**src/rtl/uart_sched_pkg.sv**
```systemverilog
// Shared types and sizing helpers for the UART TX scheduler.
// Imported by the arbiter and the scheduler top.
package uart_sched_pkg;

    typedef enum logic [2:0] {
        IDLE,
        LOAD,
        START,
        WAIT_HI,
        WAIT_LO,
        GAP
    } state_t;

    // Width of a counter that must hold values 0..max_val.
    function automatic int cnt_width(input int max_val);
        return (max_val < 1) ? 1 : $clog2(max_val + 1);
    endfunction

    // Pointer value after reset: last requester, so requester 0 goes first.
    function automatic int rst_ptr(input int num_req);
        return num_req - 1;
    endfunction

endpackage

```
**src/rtl/uart_tx_scheduler_if.sv**
```systemverilog
// Requester-side byte stream bundle for the UART TX scheduler.
// master = producers, slave = scheduler.
interface uart_tx_scheduler_if #(
    parameter int NUM_REQ    = 4,
    parameter int DATA_WIDTH = 8
);

    logic [NUM_REQ-1:0]            req_valid;
    logic [NUM_REQ*DATA_WIDTH-1:0] req_data;
    logic [NUM_REQ-1:0]            req_last;
    logic [NUM_REQ-1:0]            req_ready;

    modport master (
        output req_valid,
        output req_data,
        output req_last,
        input  req_ready
    );

    modport slave (
        input  req_valid,
        input  req_data,
        input  req_last,
        output req_ready
    );

endinterface

```
**src/rtl/uart_rr_arbiter.sv**
```systemverilog
// Rotating-priority picker: first requester after ptr, with wrap.
// Purely combinational; the caller decides when to latch.
module uart_rr_arbiter #(
    parameter int NUM_REQ = 4,
    parameter int ID_W    = 2
) (
    input  logic [NUM_REQ-1:0] req,
    input  logic [ID_W-1:0]    ptr,
    output logic [ID_W-1:0]    gnt_id,
    output logic               any
);

    logic [ID_W-1:0] idx;

    // Scan farthest-first so the nearest candidate after ptr wins.
    always_comb begin
        gnt_id = '0;
        any    = 1'b0;
        idx    = '0;
        for (int k = NUM_REQ; k >= 1; k--) begin
            idx = ID_W'((int'(ptr) + k) % NUM_REQ);
            if (req[idx]) begin
                gnt_id = idx;
                any    = 1'b1;
            end
        end
    end

endmodule

```
**src/rtl/uart_tx_scheduler.sv**
```systemverilog
// Shares one UART transmitter among several byte-stream requesters.
// Packet-locked round-robin grant, busy tracking, gap and hang timeout.
module uart_tx_scheduler
    import uart_sched_pkg::*;
#(
    parameter int NUM_REQ        = 4,
    parameter int DATA_WIDTH     = 8,
    parameter int GAP_CYCLES     = 0,
    parameter int TIMEOUT_CYCLES = 1024
) (
    input  logic                       clk,
    input  logic                       rst_n,
    uart_tx_scheduler_if.slave         req,
    output logic [DATA_WIDTH-1:0]      uart_data,
    output logic                       uart_tx_start,
    input  logic                       uart_tx_busy,
    output logic [$clog2(NUM_REQ)-1:0] grant_id,
    output logic                       grant_active,
    output logic                       timeout_err
);

    localparam int ID_W = $clog2(NUM_REQ);
    localparam int TW   = cnt_width(TIMEOUT_CYCLES);
    localparam int GW   = cnt_width(GAP_CYCLES);

    state_t                state_q;
    state_t                state_d;
    logic [ID_W-1:0]       ptr_q;
    logic                  last_q;
    logic [TW-1:0]         tmo_q;
    logic [GW-1:0]         gap_q;
    logic [ID_W-1:0]       arb_id;
    logic                  arb_any;
    logic [DATA_WIDTH-1:0] sel_data;
    logic                  accept;
    logic                  tmo_hit;
    logic                  gap_done;

    uart_rr_arbiter #(
        .NUM_REQ (NUM_REQ),
        .ID_W    (ID_W)
    ) u_arb (
        .req    (req.req_valid),
        .ptr    (ptr_q),
        .gnt_id (arb_id),
        .any    (arb_any)
    );

    assign accept   = (state_q == LOAD) && req.req_valid[grant_id];
    assign tmo_hit  = (tmo_q == TW'(TIMEOUT_CYCLES));
    assign gap_done = (GAP_CYCLES == 0) || (gap_q == GW'(GAP_CYCLES));

    // Byte of the granted requester.
    always_comb begin
        sel_data = '0;
        for (int i = 0; i < NUM_REQ; i++) begin
            if (grant_id == ID_W'(i)) begin
                sel_data = req.req_data[i*DATA_WIDTH +: DATA_WIDTH];
            end
        end
    end

    // Only the locked requester may see ready, and only while loading.
    always_comb begin
        req.req_ready = '0;
        if (state_q == LOAD) begin
            req.req_ready[grant_id] = req.req_valid[grant_id];
        end
    end

    // Next state plus the single-cycle start and timeout strobes.
    always_comb begin
        state_d       = state_q;
        uart_tx_start = 1'b0;
        timeout_err   = 1'b0;
        unique case (state_q)
            IDLE: begin
                if (arb_any) state_d = LOAD;
            end
            LOAD: begin
                if (accept) state_d = START;
            end
            START: begin
                uart_tx_start = 1'b1;
                state_d       = WAIT_HI;
            end
            WAIT_HI: begin
                if (uart_tx_busy) begin
                    state_d = WAIT_LO;
                end else if (tmo_hit) begin
                    timeout_err = 1'b1;
                    state_d     = GAP;
                end
            end
            WAIT_LO: begin
                if (!uart_tx_busy) state_d = GAP;
            end
            GAP: begin
                if (gap_done) state_d = last_q ? IDLE : LOAD;
            end
            default: state_d = IDLE;
        endcase
    end

    // FSM state register.
    always_ff @(posedge clk or negedge rst_n) begin
        if (!rst_n) state_q <= IDLE;
        else        state_q <= state_d;
    end

    // Grant, pointer, and accepted-byte registers.
    always_ff @(posedge clk or negedge rst_n) begin
        if (!rst_n) begin
            ptr_q        <= ID_W'(rst_ptr(NUM_REQ));
            grant_id     <= '0;
            grant_active <= 1'b0;
            uart_data    <= '0;
            last_q       <= 1'b0;
        end else begin
            if (state_q == IDLE && arb_any) begin
                grant_id     <= arb_id;
                grant_active <= 1'b1;
            end
            if (accept) begin
                uart_data <= sel_data;
                last_q    <= req.req_last[grant_id];
            end
            if (state_q == GAP && gap_done && last_q) begin
                ptr_q        <= grant_id;
                grant_active <= 1'b0;
            end
        end
    end

    // Busy-rise timeout counter and inter-byte gap counter.
    always_ff @(posedge clk or negedge rst_n) begin
        if (!rst_n) begin
            tmo_q <= '0;
            gap_q <= '0;
        end else begin
            if (state_q == START) begin
                tmo_q <= TW'(1);
            end else if (state_q == WAIT_HI && !tmo_hit) begin
                tmo_q <= tmo_q + 1'b1;
            end
            if (state_d == GAP && state_q != GAP) begin
                gap_q <= GW'(1);
            end else if (state_q == GAP && !gap_done) begin
                gap_q <= gap_q + 1'b1;
            end
        end
    end

endmodule

```
**src/flat_wrapper.sv**
```systemverilog
// flat-port wrapper written by rule: the top's interface ports become plain ports
module uart_tx_scheduler_flat import uart_sched_pkg::*;
#(
    parameter int NUM_REQ        = 4,
    parameter int DATA_WIDTH     = 8,
    parameter int GAP_CYCLES     = 0,
    parameter int TIMEOUT_CYCLES = 1024
)
  (clk, rst_n, uart_data, uart_tx_start, uart_tx_busy, grant_id, grant_active, timeout_err, req_req_valid, req_req_data, req_req_last, req_req_ready);
  uart_tx_scheduler_if #(.NUM_REQ(NUM_REQ), .DATA_WIDTH(DATA_WIDTH)) req_i ();
  input  logic clk;
  input  logic rst_n;
  output logic [DATA_WIDTH-1:0] uart_data;
  output logic uart_tx_start;
  input  logic uart_tx_busy;
  output logic [$clog2(NUM_REQ)-1:0] grant_id;
  output logic grant_active;
  output logic timeout_err;
  input wire logic [$bits(req_i.req_valid)-1:0] req_req_valid;
  input wire logic [$bits(req_i.req_data)-1:0] req_req_data;
  input wire logic [$bits(req_i.req_last)-1:0] req_req_last;
  output wire logic [$bits(req_i.req_ready)-1:0] req_req_ready;
  assign req_i.req_valid = req_req_valid;
  assign req_i.req_data = req_req_data;
  assign req_i.req_last = req_req_last;
  assign req_req_ready = req_i.req_ready;
  uart_tx_scheduler #(.NUM_REQ(NUM_REQ), .DATA_WIDTH(DATA_WIDTH), .GAP_CYCLES(GAP_CYCLES), .TIMEOUT_CYCLES(TIMEOUT_CYCLES)) u_core (.clk(clk), .rst_n(rst_n), .req(req_i), .uart_data(uart_data), .uart_tx_start(uart_tx_start), .uart_tx_busy(uart_tx_busy), .grant_id(grant_id), .grant_active(grant_active), .timeout_err(timeout_err));
endmodule
```
**config.mk**
```make
export PLATFORM = sky130hd
export DESIGN_NAME = uart_tx_scheduler_flat
export DESIGN_NICKNAME = d
export VERILOG_FILES = /design/src/rtl/uart_sched_pkg.sv /design/src/rtl/uart_tx_scheduler_if.sv /design/src/rtl/uart_rr_arbiter.sv /design/src/rtl/uart_tx_scheduler.sv /design/src/flat_wrapper.sv
export SDC_FILE = /design/constraint.sdc
export NUM_CORES = 1
export LEC_CHECK = 0
export CORE_MARGIN = 5
export CORE_UTILIZATION = 40
export DETAILED_ROUTE_END_ITERATION = 10
export PLACE_DENSITY = 0.72
export SETUP_SLACK_MARGIN = 0.1
export SLEW_MARGIN = 15
export SYNTH_ARGS = -nofsm -noshare
export SYNTH_HDL_FRONTEND = slang
export SYNTH_SLANG_ARGS = --single-unit
```
**constraint.sdc**
```tcl
create_clock -name clk -period 2 [get_ports clk]
set_clock_uncertainty 0.05 [all_clocks]
set_input_delay 0.3 -clock clk [delete_from_list [all_inputs] [get_ports clk]]
set_output_delay 0.3 -clock clk [all_outputs]
set_load 0.05 [all_outputs]
```
==> metrics.yaml <==
port_buffers: 59
cp-start-kind: "flop"
min_period_ns: 2.07
clk_path_buf_depth: 2
p_int_mw: 2.06
ir_drop_mv: 0.755
finalCritPeriodShare: 1.03
syn-cell-area_um2: 1730
ys_async_sr_fraction: 1.00
slew_headroom: 0.652
p_clk_frac: 0.097
clock_sinks: 28
area_growth_pct: 52.8
clk_pin_slew_ns: 0.09
design_power_total_mw: 3.59
fin_util: 0.621
ant_nets: 0
setup_viol: 5
gp_congestion: 0.753
end_kind: "output port"
grt_first_pass_wirelength_mm: 7.16
initial_core_util: 0.406
ctsHoldBuffers: 0
synth-edff-count: 0
yosysTopAreaCell: "dfrtp_1"
yosysMostFrequentCell: "dfrtp_1"
finalHoldViolations: 0
cts_buffers: 3
drc: 0
leakagePower_nw: 1.11
rows: 24
synth-seq-cells: 28
cts_root_buf: "clkbuf_8"
tightest_slew_ns: 0.520
combPwrFrac: 0.630
grt_overflow: 0
holdCritPathClass: "in -> async"
netlist_instances: 150
timing.final.ws_setup_ns: -0.0663
layout-drive-gt1-share: 0.290
grt_max_degree: 29
fmax_mhz: 484
tritoncts: "yes"
drv_cap: 0
finalNetCount: 267
met3_usage: 0.0383
seq_power_share: 0.273
num_vias: 1461
antenna_found_initial: 0
met1_usage: 0.197
synth_nets: 195
arrival_ns: 1.72
wire_per_inst_um: 15.4
slew_violations: 0
synth.top_cell.area_share: 0.376
h-tree-depth: 1
crit_path_max_fanout: 4
dpl.hpwl_mm: 3.32
drt-initial-drc-count: 46
yosys_most_used_dff: "dfrtp_1"
yosysWarnings: 0
insertion_delay_ns: 0.28
switching_share: 0.428
synth-seq-area-share: 0.406
use_met2: 0.288
postSynthAreaPerCell_um2: 11.5
wl_mm: 4.19
dr.pass1.iters: 4
status: "complete, but fails checks"
violations: "setup timing"
fill_cells: 348
ioPinCount: 60
path_class: "reg -> out"
gr-usage-all-layers: 0.163
grt_setup_unrepaired: "true"
dieArea_um2: 5740
synthTopCellsByArea: "dfrtp_1 38%, mux4_1 7.6%, mux4_2 6.5%"
required_ns: 1.65
p_sw_mw: 1.54
ys_types: 41
grt_pass1_vias: 1581
grt.busiest_layer: "met2"
fp.dieW_um: 75.8
powerDensity_nw_per_um2: 1360
n_antenna_cell: 0
ys_top_cells_by_count: "26 x dfrtp_1, 9 x nand2_1, 8 x mux2_2, 8 x nor2_1"
die_h_um: 75.8
core_area_um2: 4260
vias_per_cell: 5.35
[critical path, cell delays in order (launching register included)]
cell and delay, ns:
dfrtp_2 0.42, mux4_2 0.38, nand3b_4 0.10, buf_6 0.16, nor3b_4 0.21, buf_12 0.16
[worst paths after layout]
check                               startpoint  cells after the start  slack (ns)             endpoint
max                         u_core.grant_id[0]                      5       -0.07     req_req_ready[2]
min                                      rst_n                      2        0.34      u_core.tmo_q[4]
max reg2reg                 u_core.grant_id[0]                      5        0.20  u_core.uart_data[3]
min reg2reg                u_core.uart_data[5]                      1        0.48  u_core.uart_data[5]
max in group asynchronous                rst_n                      2        1.26      u_core.ptr_q[0]
min in group clk           u_core.uart_data[5]                      1        0.48  u_core.uart_data[5]
[layout by cell type, fill, tap and decap left out, types with 2 or more instances in the layout]
cell,netlist,final
o21ai_0,5,5
inv_1,5,5
nand2b_1,4,4
nor3_1,5,4
nand3_1,5,5
dfstp_2,2,2
mux2_4,5,5
dlygate4sd2_1,0,4
nor4_1,7,5
mux2i_1,2,2
mux4_1,5,5
dfrtp_1,26,23
o31ai_1,3,3
mux2_2,8,8
dfrtp_2,0,3
a21oi_1,7,7
buf_6,1,3
o221ai_1,2,2
buf_12,1,5
xnor2_1,4,4
mux4_2,5,5
o211ai_1,2,2
nand2_1,9,9
nor2_1,8,8
nor2b_1,2,2
nand3b_1,2,2
clkdlybuf4s50_1,0,47
nor3b_4,0,3
ha_1,2,2
nor4_4,0,2
buf_4,0,17
clkbuf_8,0,4
[repair_timing]
action,CTS,global route
cloned,0,0
setup endpoints to repair,6,6
gates resized for setup,12,3
buffers inserted,5,1
endpoints found under the hold margin,0,0
pin swaps,2,0
[per-layer routing]
metal,share of wire,up-vias
met4,0.0098,0
met2,0.52,48
met5,0,-
li1,-,706
met1,0.40,702
met3,0.065,5
[power groups by stage]
stage	combinational, mW	clock (mW)	sequential [mW]
2_1_floorplan	1.21	0	1.32
3_3_place_gp	2.10	0	0.979
3_5_place_dp	2.16	0	0.989
4_1_cts	2.25	0.362	0.976
5_1_grt	2.42	0.386	1.01
6_report	2.26	0.348	0.982
[sequential cells by signal, summed over array words and instances (netlist names)]
name / count
u_core.grant_active: 1
u_core.grant_id: 2
u_core.last_q: 1
u_core.ptr_q: 2
u_core.state_q: 3
u_core.tmo_q: 11
u_core.uart_data: 8
[kinds of logic (layout without fill, tap and decap cells)]
group | Yosys count | in the layout | share of synthesized area
AND/OR/NAND/NOR | 53 | 53 | 0.175
flip-flops | 28 | 28 | 0.406
multiplexers | 25 | 25 | 0.248
AO/OA/AOI/OAI | 22 | 22 | 0.0845
buffers and inverters | 16 | 87 | 0.0520
XOR/XNOR | 4 | 4 | 0.0202
adder cells (fa/ha/maj) | 2 | 2 | 0.0144
[layout make-up]
class                      count  area (um2)  area share
tap                           52        65.1      0.0246
timing repair buffer          76         767       0.290
multi-input combinational    106        1020       0.386
inverter                       7        31.3      0.0118
sequential                    28         707       0.267
clock buffer                   4        55.1      0.0208
[through the flow]
step | instance area [um2] | worst slack (ns) | TNS [ns] | cells | hold WS, ns
global placement | 2500 | -0.130 | -1.20 | 263 | 0.442
CTS | 2620 | -0.0961 | -0.320 | 272 | 0.346
floorplan | 1780 | -0.158 | -0.496 | 150 | -0.0456
finish | 2650 | -0.0663 | -0.215 | 273 | 0.337
global route | 2650 | -0.159 | -0.667 | 273 | 0.371
detailed placement | 2500 | -0.193 | -1.91 | 263 | 0.446
(Power assumes the default switching activity.)
==> variant: new RTL, same flow settings <==
`TIMEOUT_CYCLES` is set to 1024 in 2 places; all go to 256.
--- a/src/rtl/uart_tx_scheduler.sv
+++ b/src/rtl/uart_tx_scheduler.sv
@@ -8,3 +8,3 @@
     parameter int GAP_CYCLES     = 0,
-    parameter int TIMEOUT_CYCLES = 1024
+    parameter int TIMEOUT_CYCLES = 256
 ) (
--- a/src/flat_wrapper.sv
+++ b/src/flat_wrapper.sv
@@ -6,3 +6,3 @@
     parameter int GAP_CYCLES     = 0,
-    parameter int TIMEOUT_CYCLES = 1024
+    parameter int TIMEOUT_CYCLES = 256
 )
Check against the original RTL: no difference found for any inputs over 4 cycles, from zero or initial values and one cycle with rst_n low; that may be too few to reach the edited logic, so the function may still have changed.
==> variant against the unedited design <==
The run still ends with negative setup slack left; area after synthesis decreased by 5.0%; setup slack improved by 0.034 ns; sequential cell count decreased by 2; wire length increased by 7.3%; final area decreased by 3.4%; critical path depth unchanged; first-iteration DRC count increased by 41%; power increased by 0.23%; largest cell class unchanged.
==> variant: results (changes against the unedited design) <==
| Metric | Value |
|---|---|
| Largest net degree at the start of global routing | 27 (-6.9%) |
| Setup violators final | 4 (-1) |
| Status | complete, but fails checks |
| Drt via density | 5.52 (+3.2%) |
| Sequential cell area | 658 sq um (-6.9%) |
| Met2 WL post-DR | 2.35 mm (+7.0%) |
| Setup slack, reg-to-reg | 0.22 ns (+0.02 ns) |
| First-pass GRT wire length | 7.22 mm (+0.77%) |
| Top flop regs | u_core.tmo_q: 9 flops, u_core.uart_data: 8 flops, u_core.state_q: 3 flops |
| Post-CTS Resized | 13 (+1) |
| #MultiIn Comb | 100 (-5.7%) |
| Post-CTS Setup Bufs | 1 (-4) |
| Placed insts | 253 (-3.8%) |
| Register area share after synthesis | 39.7% (-0.91 points) |
| M1 wire length | 1.79 mm (+6.5%) |
| Clock sinks | 26 (-7.1%) |
| Slew headroom | 65.8% (+0.61 points) |
| Placed cell area | 2430 sq um (-2.7%) |
| Commonest cells in the netlist | dfrtp_1 (24), nor2_1 (13), mux2_2 (7), xor2_1 (7), o21ai_0 (6) |
| Gpl congestion | 0.824 (+9.5%) |
| Met1 usage | 20.5% (+0.85 points) |
| Post-DP HPWL | 3.34 mm (+0.77%) |
| Setup TNS | -0.0661 ns (+0.149 ns) |
| WL/cell | 17.2 microns (+12%) |
| Buffering overhead | 30.6% (+1.6 points) |
| Final Routed Wirelength | 4.50 mm (+7.3%) |
| Final hold slack | 0.356 ns (+0.0195 ns) |
| Nets | 257 (-3.7%) |
| Cells after Synth | 140 (-6.7%) |
| Final Instance Area | 2560 sq um (-3.4%) |
| Worst setup margin | -0.0322 ns (+0.0341 ns) |
| Static Leak | 1.12 nW (+0.77%) |
| Vias in the first global route | 1567 (-0.89%) |
| GRT Overall Usage | 17.0% (+0.70 points) |
| Mux share of post-synthesis cell area | 26.0% (+1.2 points) |
| Maximum vdd drop | 1050 uV (+39%) |
| Post-synthesis net count | 185 (-5.1%) |
| Initial drt markers | 65 (+41%) |
| Setup WS pre-CTS | -0.127 ns (+0.0666 ns) |
| Crit path DAT | 1.68 ns (-0.04 ns) |
| Multi-input gate share of total cell area | 38.5% (-0.11 points) |
| ANT cells | 0 (unchanged) |
| Layout cells sized above 1 | 30.3% (+1.4 points) |
| WL met3 | 294 microns (+8.5%) |
| Fillers | 318 (-8.6%) |
| Clock network area share | 2.15% (+0.073 points) |
| HP Class | in2async |
| Clock network power | 341 uW (-2%) |
| Met2 Use GR | 30.1% (+1.3 points) |
| Synth area leaders | dfrtp_1 (37%), mux4_1 (8.0%), mux4_2 (6.8%), mux2_2 (4.8%), mux2_4 (4.6%) |
| Xor and xnor area share after synthesis | 4.26% (+2.2 points) |
| Compound-gate portion of the synthesized area | 7.00% (-1.5 points) |
| Logic pwr share | 63.6% (+0.6 points) |
| CORE AREA | 4000 sq um (-6.2%) |
| Post-Synth Adder-Cell Area | 1.52% (+0.076 points) |
| Failing checks | negative setup slack |
| Signal buffers | 77 (+1.3%) |
-- variant: changes by cell type in the layout (fill, tap and decap cells not counted), sizes merged, moves of 2 or more --
| cell | delta |
|---|---|
| a21oi | -3 |
| dfrtp | -2 |
| inv | -2 |
| nand2 | -5 |
| nand4 | +3 |
| nor2 | +5 |
| nor3 | -3 |
| nor4 | -4 |
| o211ai | -2 |
| o31ai | -3 |
| xnor2 | -3 |
| xor2 | +7 |
-- variant: final timing paths --
| kind | from | to | depth (start not counted) |
|---|---|---|---|
| min in group clk | u_core.tmo_q[2] | u_core.tmo_q[2] | 1 |
| max in group asynchronous | rst_n | u_core.ptr_q[1] | 2 |
| worst min register to register | u_core.tmo_q[2] | u_core.tmo_q[2] | 1 |
| worst max-delay path | u_core.grant_id[0] | req_req_ready[1] | 5 |
| worst max register to register | u_core.grant_id[0] | u_core.uart_data[1] | 5 |
| worst min-delay path | rst_n | u_core.tmo_q[7] | 2 |
